File: src/rtl/cp0_pkg.sv
// CP0 register numbers, SR/Cause field positions and ExcCode values shared by the
// exception unit and its priority encoder.
package cp0_pkg;

    localparam logic [4:0] CP0_REG_SR    = 5'd12;
    localparam logic [4:0] CP0_REG_CAUSE = 5'd13;
    localparam logic [4:0] CP0_REG_EPC   = 5'd14;
    localparam logic [4:0] CP0_REG_PRID  = 5'd15;

    localparam int SR_IE_BIT      = 0;
    localparam int SR_EXL_BIT     = 1;
    localparam int SR_IM_LSB      = 10;
    localparam int CAUSE_BD_BIT   = 31;
    localparam int CAUSE_IP_LSB   = 10;
    localparam int CAUSE_CODE_LSB = 2;

    localparam logic [4:0] EXC_INT  = 5'd0;
    localparam logic [4:0] EXC_ADEL = 5'd4;
    localparam logic [4:0] EXC_ADES = 5'd5;
    localparam logic [4:0] EXC_RI   = 5'd10;
    localparam logic [4:0] EXC_OV   = 5'd12;

    localparam logic [31:0] EXC_VECTOR_DEF = 32'h0000_4180;

    function automatic logic [31:0] word_align(input logic [31:0] a);
        return {a[31:2], 2'b00};
    endfunction

endpackage

File: src/rtl/exc_prio_enc.sv
// Fixed-priority exception selector: lowest asserted request index wins, its ExcCode is output.
// Purely combinational, no handshake.
module exc_prio_enc
    import cp0_pkg::*;
#(
    parameter int                 N_EXC     = 5,
    parameter logic [5*N_EXC-1:0] EXC_CODES = {EXC_ADEL, EXC_ADES, EXC_OV, EXC_RI, EXC_ADEL}
) (
    input  logic [N_EXC-1:0] i_req,
    output logic             o_vld,
    output logic [4:0]       o_code
);

    assign o_vld = |i_req;

    // Scan from the lowest-priority end so the last hit is the winning index.
    always_comb begin
        o_code = '0;
        for (int i = N_EXC - 1; i >= 0; i--) begin
            if (i_req[i]) begin
                o_code = EXC_CODES[5*i +: 5];
            end
        end
    end

endmodule

File: src/rtl/cp0_exc_unit.sv
// Coprocessor-0: SR/Cause/EPC/PRId, exception/interrupt arbitration, ERET, in the M stage.
// Flush and redirect are combinational in the take/eret cycle; state commits on the next edge.
module cp0_exc_unit
    import cp0_pkg::*;
#(
    parameter int                 N_HWINT    = 6,
    parameter int                 N_EXC      = 5,
    parameter logic [5*N_EXC-1:0] EXC_CODES  = {EXC_ADEL, EXC_ADES, EXC_OV, EXC_RI, EXC_ADEL},
    parameter logic [31:0]        EXC_VECTOR = EXC_VECTOR_DEF,
    parameter logic [31:0]        PRID       = 32'h0000_0000
) (
    input  logic               clk,
    input  logic               reset,
    input  logic [31:0]        pc_m,
    input  logic               pc_valid,
    input  logic               bd_m,
    input  logic [N_EXC-1:0]   exc_req,
    input  logic [N_HWINT-1:0] hw_int,
    input  logic               cp0_we,
    input  logic [4:0]         cp0_addr,
    input  logic [31:0]        cp0_wdata,
    input  logic               eret,
    output logic [31:0]        cp0_rdata,
    output logic               flush,
    output logic [31:0]        redirect_pc,
    output logic               exl,
    output logic [31:0]        epc_out
);

    logic [N_HWINT-1:0] r_sr_im;
    logic               r_sr_exl;
    logic               r_sr_ie;
    logic [N_HWINT-1:0] r_cause_ip;
    logic [4:0]         r_cause_code;
    logic               r_cause_bd;
    logic [31:0]        r_epc;

    logic        w_exc_vld;
    logic [4:0]  w_exc_code;
    logic        w_int_take;
    logic        w_exc_take;
    logic        w_take;
    logic        w_eret_do;
    logic [31:0] w_take_pc;
    logic [31:0] w_sr;
    logic [31:0] w_cause;

    exc_prio_enc #(
        .N_EXC     (N_EXC),
        .EXC_CODES (EXC_CODES)
    ) u_prio (
        .i_req  (exc_req),
        .o_vld  (w_exc_vld),
        .o_code (w_exc_code)
    );

    // Interrupts look at the registered IP copy, so a new line costs one cycle.
    assign w_int_take = pc_valid & r_sr_ie & ~r_sr_exl & |(r_cause_ip & r_sr_im);
    assign w_exc_take = pc_valid & ~r_sr_exl & w_exc_vld;
    assign w_take     = w_int_take | w_exc_take;
    assign w_eret_do  = eret & ~w_take;
    assign w_take_pc  = bd_m ? (pc_m - 32'd4) : pc_m;

    assign flush       = w_take | w_eret_do;
    assign redirect_pc = w_take ? EXC_VECTOR : (w_eret_do ? r_epc : 32'h0);
    assign exl         = r_sr_exl;
    assign epc_out     = r_epc;

    always_comb begin
        w_sr                           = '0;
        w_sr[SR_IM_LSB +: N_HWINT]     = r_sr_im;
        w_sr[SR_EXL_BIT]               = r_sr_exl;
        w_sr[SR_IE_BIT]                = r_sr_ie;
        w_cause                        = '0;
        w_cause[CAUSE_BD_BIT]          = r_cause_bd;
        w_cause[CAUSE_IP_LSB +: N_HWINT] = r_cause_ip;
        w_cause[CAUSE_CODE_LSB +: 5]   = r_cause_code;
    end

    always_comb begin
        case (cp0_addr)
            CP0_REG_SR:    cp0_rdata = w_sr;
            CP0_REG_CAUSE: cp0_rdata = w_cause;
            CP0_REG_EPC:   cp0_rdata = r_epc;
            CP0_REG_PRID:  cp0_rdata = PRID;
            default:       cp0_rdata = 32'h0;
        endcase
    end

    always_ff @(posedge clk) begin
        if (reset) begin
            r_sr_im      <= '0;
            r_sr_exl     <= 1'b0;
            r_sr_ie      <= 1'b0;
            r_cause_ip   <= '0;
            r_cause_code <= '0;
            r_cause_bd   <= 1'b0;
            r_epc        <= '0;
        end else begin
            r_cause_ip <= hw_int;
            if (w_take) begin
                r_sr_exl     <= 1'b1;
                r_cause_code <= w_int_take ? EXC_INT : w_exc_code;
                r_cause_bd   <= bd_m;
                r_epc        <= word_align(w_take_pc);
            end else begin
                if (cp0_we && cp0_addr == CP0_REG_SR) begin
                    r_sr_im  <= cp0_wdata[SR_IM_LSB +: N_HWINT];
                    r_sr_exl <= cp0_wdata[SR_EXL_BIT];
                    r_sr_ie  <= cp0_wdata[SR_IE_BIT];
                end
                if (cp0_we && cp0_addr == CP0_REG_EPC) begin
                    r_epc <= word_align(cp0_wdata);
                end
                // ERET's EXL clear overrides an EXL value written by mtc0 SR in the same cycle.
                if (w_eret_do) begin
                    r_sr_exl <= 1'b0;
                end
            end
        end
    end

endmodule

File: config.mk
export PLATFORM = sky130hd
export DESIGN_NAME = cp0_exc_unit
export DESIGN_NICKNAME = d
export VERILOG_FILES = /design/src/rtl/cp0_pkg.sv /design/src/rtl/exc_prio_enc.sv /design/src/rtl/cp0_exc_unit.sv
export SDC_FILE = /design/constraint.sdc
export NUM_CORES = 1
export LEC_CHECK = 0
export ABC_CLOCK_PERIOD_IN_PS = 2500
export CAP_MARGIN = 20
export CELL_PAD_IN_SITES_DETAIL_PLACEMENT = 2
export CELL_PAD_IN_SITES_GLOBAL_PLACEMENT = 2
export CORE_ASPECT_RATIO = 1.25
export CORE_UTILIZATION = 21
export CTS_BUF_LIST = sky130_fd_sc_hd__clkbuf_8
export DETAILED_ROUTE_END_ITERATION = 6
export MAX_ROUTING_LAYER = met4
export PLACE_DENSITY = 0.8
export SLEW_MARGIN = 10
export SYNTH_ARGS = -nofsm -noshare
export SYNTH_HDL_FRONTEND = slang
export SYNTH_HIERARCHICAL = 1
export SYNTH_SLANG_ARGS = --single-unit
File: constraint.sdc
create_clock -name clk -period 2.5 [get_ports clk]
set_input_delay 0.25 -clock clk [delete_from_list [all_inputs] [get_ports clk]]
set_output_delay 0.25 -clock clk [all_outputs]
set_load 0.05 [all_outputs]
==> results_dict.tcl, run 1 <==
set metrics [dict create \
    status "finished, final reports clean" \
    start_util 0.216 \
    cp-startpoint "exc_req[1]" \
    place_inst 834 \
    grt_usage 0.220 \
    drt_iter0_markers 109 \
    fill_cells 1707 \
    finalCritPeriodShare 0.959 \
    synth_warnings 6 \
    drv_slew 0 \
    ir_worst_vdd_v 0.000174 \
    leakage_nw 2.49 \
    synth-main-ff-cell "dfxtp_1" \
    die-width_um 115 \
    ios 184 \
    cp-end-kind "primary output" \
    die_h_um 144 \
    antenna_found_initial 2 \
    hold_violations 0 \
    grt_setup_unrepaired "no" \
    critPathRequiredTime_ns 2.25 \
    worst_setup_path_start_kind "primary input" \
    ys_types 48 \
    skew_ns 0.00426 \
    cts_tree "built" \
    place_congestion 0.868 \
    yosysTopAreaCellShare 0.297 \
    utilization 0.410 \
    synthTopCellsByArea "dfxtp_1 30%, nand2_1 5.8%, mux2i_1 5.6%" \
    num_rows 51 \
    fmax_mhz 417 \
    postRouteAntennaNets 0 \
    cts.sinks 50 \
    final_cell_area_sq_mm 0.00641 \
    maxCapViolations 0 \
    clk_latency_ns 0.32 \
    die_area_sq_mm 0.0166 \
    drive_above_1_share 0.222 \
    synth_area_sq_mm 0.00337 \
    detail_route.wirelength_um 18000 \
    grt_pass1_vias 4590 \
    vias 4092 \
    path_class "primary input to primary output" \
    drc_errors 0 \
    grt_max_degree 38 \
    reg2reg_from "r_cause_ip[1]" \
    timing.slew.headroom 0.581 \
    clk_root_buffer_cell "clkbuf_8" \
    core_sq_mm 0.0156 \
    vias_per_cell 4.83 \
    cts.clk_slew.worst_paths_ns 0.10 \
    ys_seq_area_frac 0.297 \
    syn_inst 440 \
    avgSynthCellArea_sq_um 7.67 \
    hp-class "primary input to flop" \
    overflow 0 \
    first_pass_iters 4 \
    syn_to_final_growth_pct 89.8 \
    final-instance-count-excl-fill 847 \
    dpl.hpwl_um 14100 \
    yosysTopAreaCell "dfxtp_1" \
    power_density_mw_per_mm2 396 \
    cts_buffers 5 \
    clockBufferDepth 2 \
    setup_viol 0 \
    critical_path.max_fanout 19 \
    worstHoldStart "exc_req[0]" \
    place_area_sq_mm 0.00620 \
    io_buffers 177 \
    fin_crit_ns 2.40 \
    synth_seq_cells 50 \
    final_net_count 718 \
    setup_tns_ns 0 \
    grt_pass1_wl_um 26500 \
    worst_slew_pin_slew_ns 0.629 \
    arrival_ns 2.15 \
    hold_buffers 0 \
    synth_edf_count 0 \
    wl_per_cell_um 21.2 \
    synthArstFlopShare 0 \
    fin_total_pwr_mw 2.54 \
    htreeDepth 2 \
]
==> layer usage <==
layer / part of all wire / routed length (um) / global-route usage / up-vias
li1: - / - / - / 1918
met1: 0.40 / 7270 / 0.236 / 2059
met2: 0.55 / 9870 / 0.416 / 95
met3: 0.025 / 457 / 0.0198 / 20
met4: 0.021 / 376 / 0.0752 / 0
met5: 0 / 0 / - / -
==> stage by stage <==
stage / setup WS, ns / hold slack, ns
after global routing: 0.0212 / 0.393
after detailed placement: -0.338 / 0.459
after global placement: -0.297 / 0.451
final: 0.103 / 0.386
after CTS: 0.00283 / 0.473
after floorplan: 0.173 / 0.378
==> final cells by class <==
| class | instances | area [sq um] | share of cell area |
|---|---|---|---|
| flip-flops and latches | 50 | 1000 | 0.156 |
| diodes | 3 | 7.51 | 0.00117 |
| inverters | 4 | 15.0 | 0.00234 |
| repair buffers | 217 | 2760 | 0.430 |
| clock inverters | 3 | 41.3 | 0.00645 |
| well taps | 212 | 265 | 0.0414 |
| multi-input cells | 353 | 2250 | 0.351 |
| clock buffers | 5 | 68.8 | 0.0107 |
==> state kept, by name (all words and copies together), names as in the netlist <==
name,cells
epc_out,30
exl,1
r_cause_bd,1
r_cause_code,5
r_cause_ip,6
r_sr_ie,1
r_sr_im,6
==> power by group <==
part	internal, mW	total, mW	switching, mW
Combinational	0.439	1.01	0.574
Sequential	0.853	0.920	0.0669
Clock	0.295	0.606	0.311
Total	1.59	2.54	0.952
==> Yosys cell counts, types with 2 or more instances <==
cell / count
a21boi_0: 4
a21oi_1: 29
a22o_1: 6
a22oi_1: 3
a311oi_1: 11
and2_1: 23
and3_1: 29
buf_4: 5
buf_6: 2
clkbuf_1: 28
conb_1: 2
dfxtp_1: 50
inv_1: 4
mux2_2: 11
mux2i_1: 19
nand2_1: 52
nand2b_1: 3
nand3_1: 8
nand4_1: 6
nor2_1: 42
nor2b_1: 9
nor3_1: 17
nor3b_1: 3
nor4_1: 8
o21a_1: 3
o21ai_0: 11
o311a_1: 2
o31a_1: 2
or3_1: 4
or4_4: 3
xnor2_1: 15
xor2_1: 10
==> worst max-delay path, cell delays in order <==
cell             delay [ns]
clkdlybuf4s50_1        0.46
nor3_2                 0.21
nand2_1                0.13
nand4b_1               0.32
nand2_4                0.19
buf_12                 0.16
and3_1                 0.26
buf_12                 0.16
==> layout by cell type, fill, tap and decap left out, types with 8 or more instances in the layout <==
cell               n
clkdlybuf4s50_1  109
buf_12            65
nand2_1           51
dfxtp_1           50
nor2_1            42
buf_4             37
a21oi_1           29
and3_1            27
and2_1            23
mux2i_1           19
nor3_1            16
xnor2_1           15
a311oi_1          11
mux2_2            11
o21ai_0           11
nor2b_1            9
xor2_1             9
nand3_1            8
==> worst paths after layout <==
| kind | slack (ns) | to | cells after the start |
|---|---|---|---|
| setup reg to reg | 0.59 | epc_out[14] | 6 |
| hold / removal | 0.39 | r_cause_code[3] | 4 |
| setup / recovery | 0.10 | redirect_pc[9] | 8 |
| hold reg to reg | 0.47 | r_cause_bd | 2 |
==> repair_timing <==
action                     in CTS  in global routing
setup buffers                   0                  1
setup endpoints to repair       0                  7
resized for setup               0                 13
==> kinds of logic after synthesis <==
kind of cell | synth area share
AOI/OAI and AO/OA | 0.147
adders and majority gates | 0.00371
and+or+nand+nor | 0.336
DFF | 0.297
buffers and inverters | 0.0564
muxes | 0.0931
xor gates and xnor gates | 0.0649
other | 0.00223
(Power assumes the default switching activity.)
==> run 2, diff against run 1 <==
ABC_AREA = 1   (was unset)
CORE_UTILIZATION = 20   (was 21)
PLACE_DENSITY = 0.81   (was 0.8)
SLEW_MARGIN = unset   (was 10)
==> results_dict.tcl, run 2 <==
set metrics [dict create \
    final_net_count 887 \
    cts_tree "built" \
    rrSetupSlack_ns 0.66 \
    yosys-top-cells-count "158 x nand2_1, 139 x nor2_1, 83 x inv_1" \
    layout_common_cells "158 x nand2_1, 137 x nor2_1, 114 x clkdlybuf4s50_1" \
    fin_crit_ns 2.39 \
    cts_buffers 5 \
    ios 184 \
    syn_to_final_growth_pct 72.5 \
    pre_cts_slack_ns 0.0631 \
    cp-end-kind "primary output" \
    worstHoldStart "hw_int[1]" \
    synthArstFlopShare 0 \
    start_util 0.204 \
    yosysMostFrequentCell "nand2_1" \
    yosysTopAreaCell "dfxtp_1" \
    cts.sinks 50 \
    multi_input_area_sq_mm 0.00222 \
    drive_above_1_share 0.146 \
    timing.hold.ws_ns 0.437 \
    detail_route.wirelength_um 17900 \
    synth_edf_count 0 \
    final_common_cell "nand2_1" \
    htreeDepth 2 \
    grt_pass1_vias 4971 \
    final-instance-count-excl-fill 1029 \
    grt_max_degree 31 \
    status "finished, final reports clean" \
    rr_endpoint "epc_out[19]" \
    path_class "primary input to primary output" \
    yosysTopAreaCellShare 0.271 \
    drt_iter0_markers 122 \
    ys_seq_area_frac 0.271 \
    antenna_found_initial 1 \
    synth_warnings 6 \
    skew_ns 0.00988 \
    ys_types 35 \
    timing.slew.headroom 0.620 \
    grt_usage 0.197 \
    hold_buffers 0 \
    die-width_um 123 \
    worst_slew_pin_slew_ns 0.569 \
    r2r_cells 9 \
    place_congestion 0.811 \
    fill_cells 2126 \
    cts_resized 0 \
    vias 4643 \
    grt_pass1_wl_um 27500 \
    power_density_mw_per_mm2 389 \
    vias_per_cell 4.51 \
    regArea_sq_mm 0.00100 \
    synthTopCellsByArea "dfxtp_1 27%, nand2_1 16%, nor2_1 14%" \
    die_area_sq_mm 0.0190 \
    ir_worst_vdd_v 0.000182 \
    finalCritPeriodShare 0.957 \
    worst_setup_path_start_kind "primary input" \
    setup_viol 0 \
    hold_violations 0 \
    critical_path.max_fanout 26 \
    wl_per_cell_um 17.4 \
    clockBufferDepth 2 \
    largest_reg_flops 30 \
    synth-main-ff-cell "dfxtp_1" \
    synth_area_sq_mm 0.00369 \
    finalWorstSetupSlack_ns 0.107 \
    dpl.hpwl_um 15100 \
    synth_seq_cells 50 \
    grt_setup_unrepaired "yes" \
    maxCapViolations 0 \
    post_cts_buffers 0 \
    fmax_mhz 418 \
    postRouteAntennaNets 0 \
    reg2reg_from "r_sr_im[0]" \
    arrival_ns 2.14 \
    leakage_nw 2.59 \
    first_pass_iters 4 \
    place_inst 1021 \
    overflow 0 \
    syn_inst 632 \
    drc_errors 0 \
    avgSynthCellArea_sq_um 5.83 \
    hold_depth 3 \
    drv_slew 0 \
    num_rows 55 \
    hp-class "primary input to flop" \
    cts.clk_slew.worst_paths_ns 0.10 \
    critPathRequiredTime_ns 2.25 \
    clk_root_buffer_cell "clkbuf_8" \
    clk_latency_ns 0.32 \
    die_h_um 154 \
    core_sq_mm 0.0181 \
    io_buffers 177 \
    min_to "r_cause_ip[1]" \
]
-- run 2: cell types whose count changed after synthesis, moves of 13 or more --
cell      previous run  this run
and2_1              23         0
and3_1              29         0
clkbuf_1            28        10
inv_1                4        83
mux2i_1             19         0
nand2_1             52       158
nand3_1              8        21
nor2_1              42       139
nor3_1              17         1
xnor2_1             15         1
-- run 2: how the worst max path moves through the flow --
stage | depth (start not counted) | end | from | slack, ns
6_report | 8 | redirect_pc[14] | exc_req[0] | 0.11
5_1_grt | 8 | redirect_pc[8] | exc_req[0] | -0.009
4_1_cts | 8 | redirect_pc[14] | exc_req[0] | 0.06
3_5_place_dp | 8 | redirect_pc[14] | exc_req[0] | 0.06
3_3_place_gp | 8 | redirect_pc[7] | exc_req[0] | 0.14
2_1_floorplan | 6 | redirect_pc[10] | exl | 0.11
-- run 2: final cells by class --
class	instances	area share
antenna	1	0.000393
sequential	50	0.157
clock inverter	2	0.00610
tap	228	0.0448
inverter	88	0.0519
clock buffer	5	0.0108
multi-input combinational	470	0.349
timing repair buffer	185	0.380
-- run 2: metal layers --
layer / vias to the layer above / GRT usage / routed length [um]
met5: - / - / 0
met4: 0 / 0.0551 / 418
met3: 23 / 0.0204 / 631
met2: 107 / 0.355 / 9520
met1: 2234 / 0.227 / 7370
li1: 2279 / - / -
-- run 2: cell families after synthesis --
group	synth area share
AOI/OAI and AO/OA	0.152
xor gates and xnor gates	0.0261
adders and majority gates	0.00339
buffers and inverters	0.133
DFF	0.271
other	0.00204
and+or+nand+nor	0.412
-- run 2: worst max-delay path: stages --
cell	delay, ns
clkdlybuf4s50_1	0.47
nor2_2	0.17
nand3_1	0.10
nand3_1	0.20
a21boi_4	0.30
buf_6	0.27
o21ai_0	0.15
buf_4	0.21
-- run 2: power by group --
| part | internal, mW | leakage [nW] | total (mW) | switching [mW] |
|---|---|---|---|---|
| registers | 0.853 | 0.412 | 0.897 | 0.0431 |
| clock network | 0.295 | 0.0542 | 0.596 | 0.301 |
| logic | 0.372 | 2.12 | 0.981 | 0.608 |
| total | 1.52 | 2.59 | 2.47 | 0.952 |
-- run 2: metrics by stage --
stage	util	total power, mW	setup TNS [ns]	cell area [sq um]
after floorplan	-	1.44	0	3700
after global placement	0.344	1.88	0	6230
after detailed placement	0.344	1.90	0	6230
after CTS	0.350	2.50	0	6340
after global routing	0.352	2.59	-0.00945	6360
final	0.352	2.47	0	6360
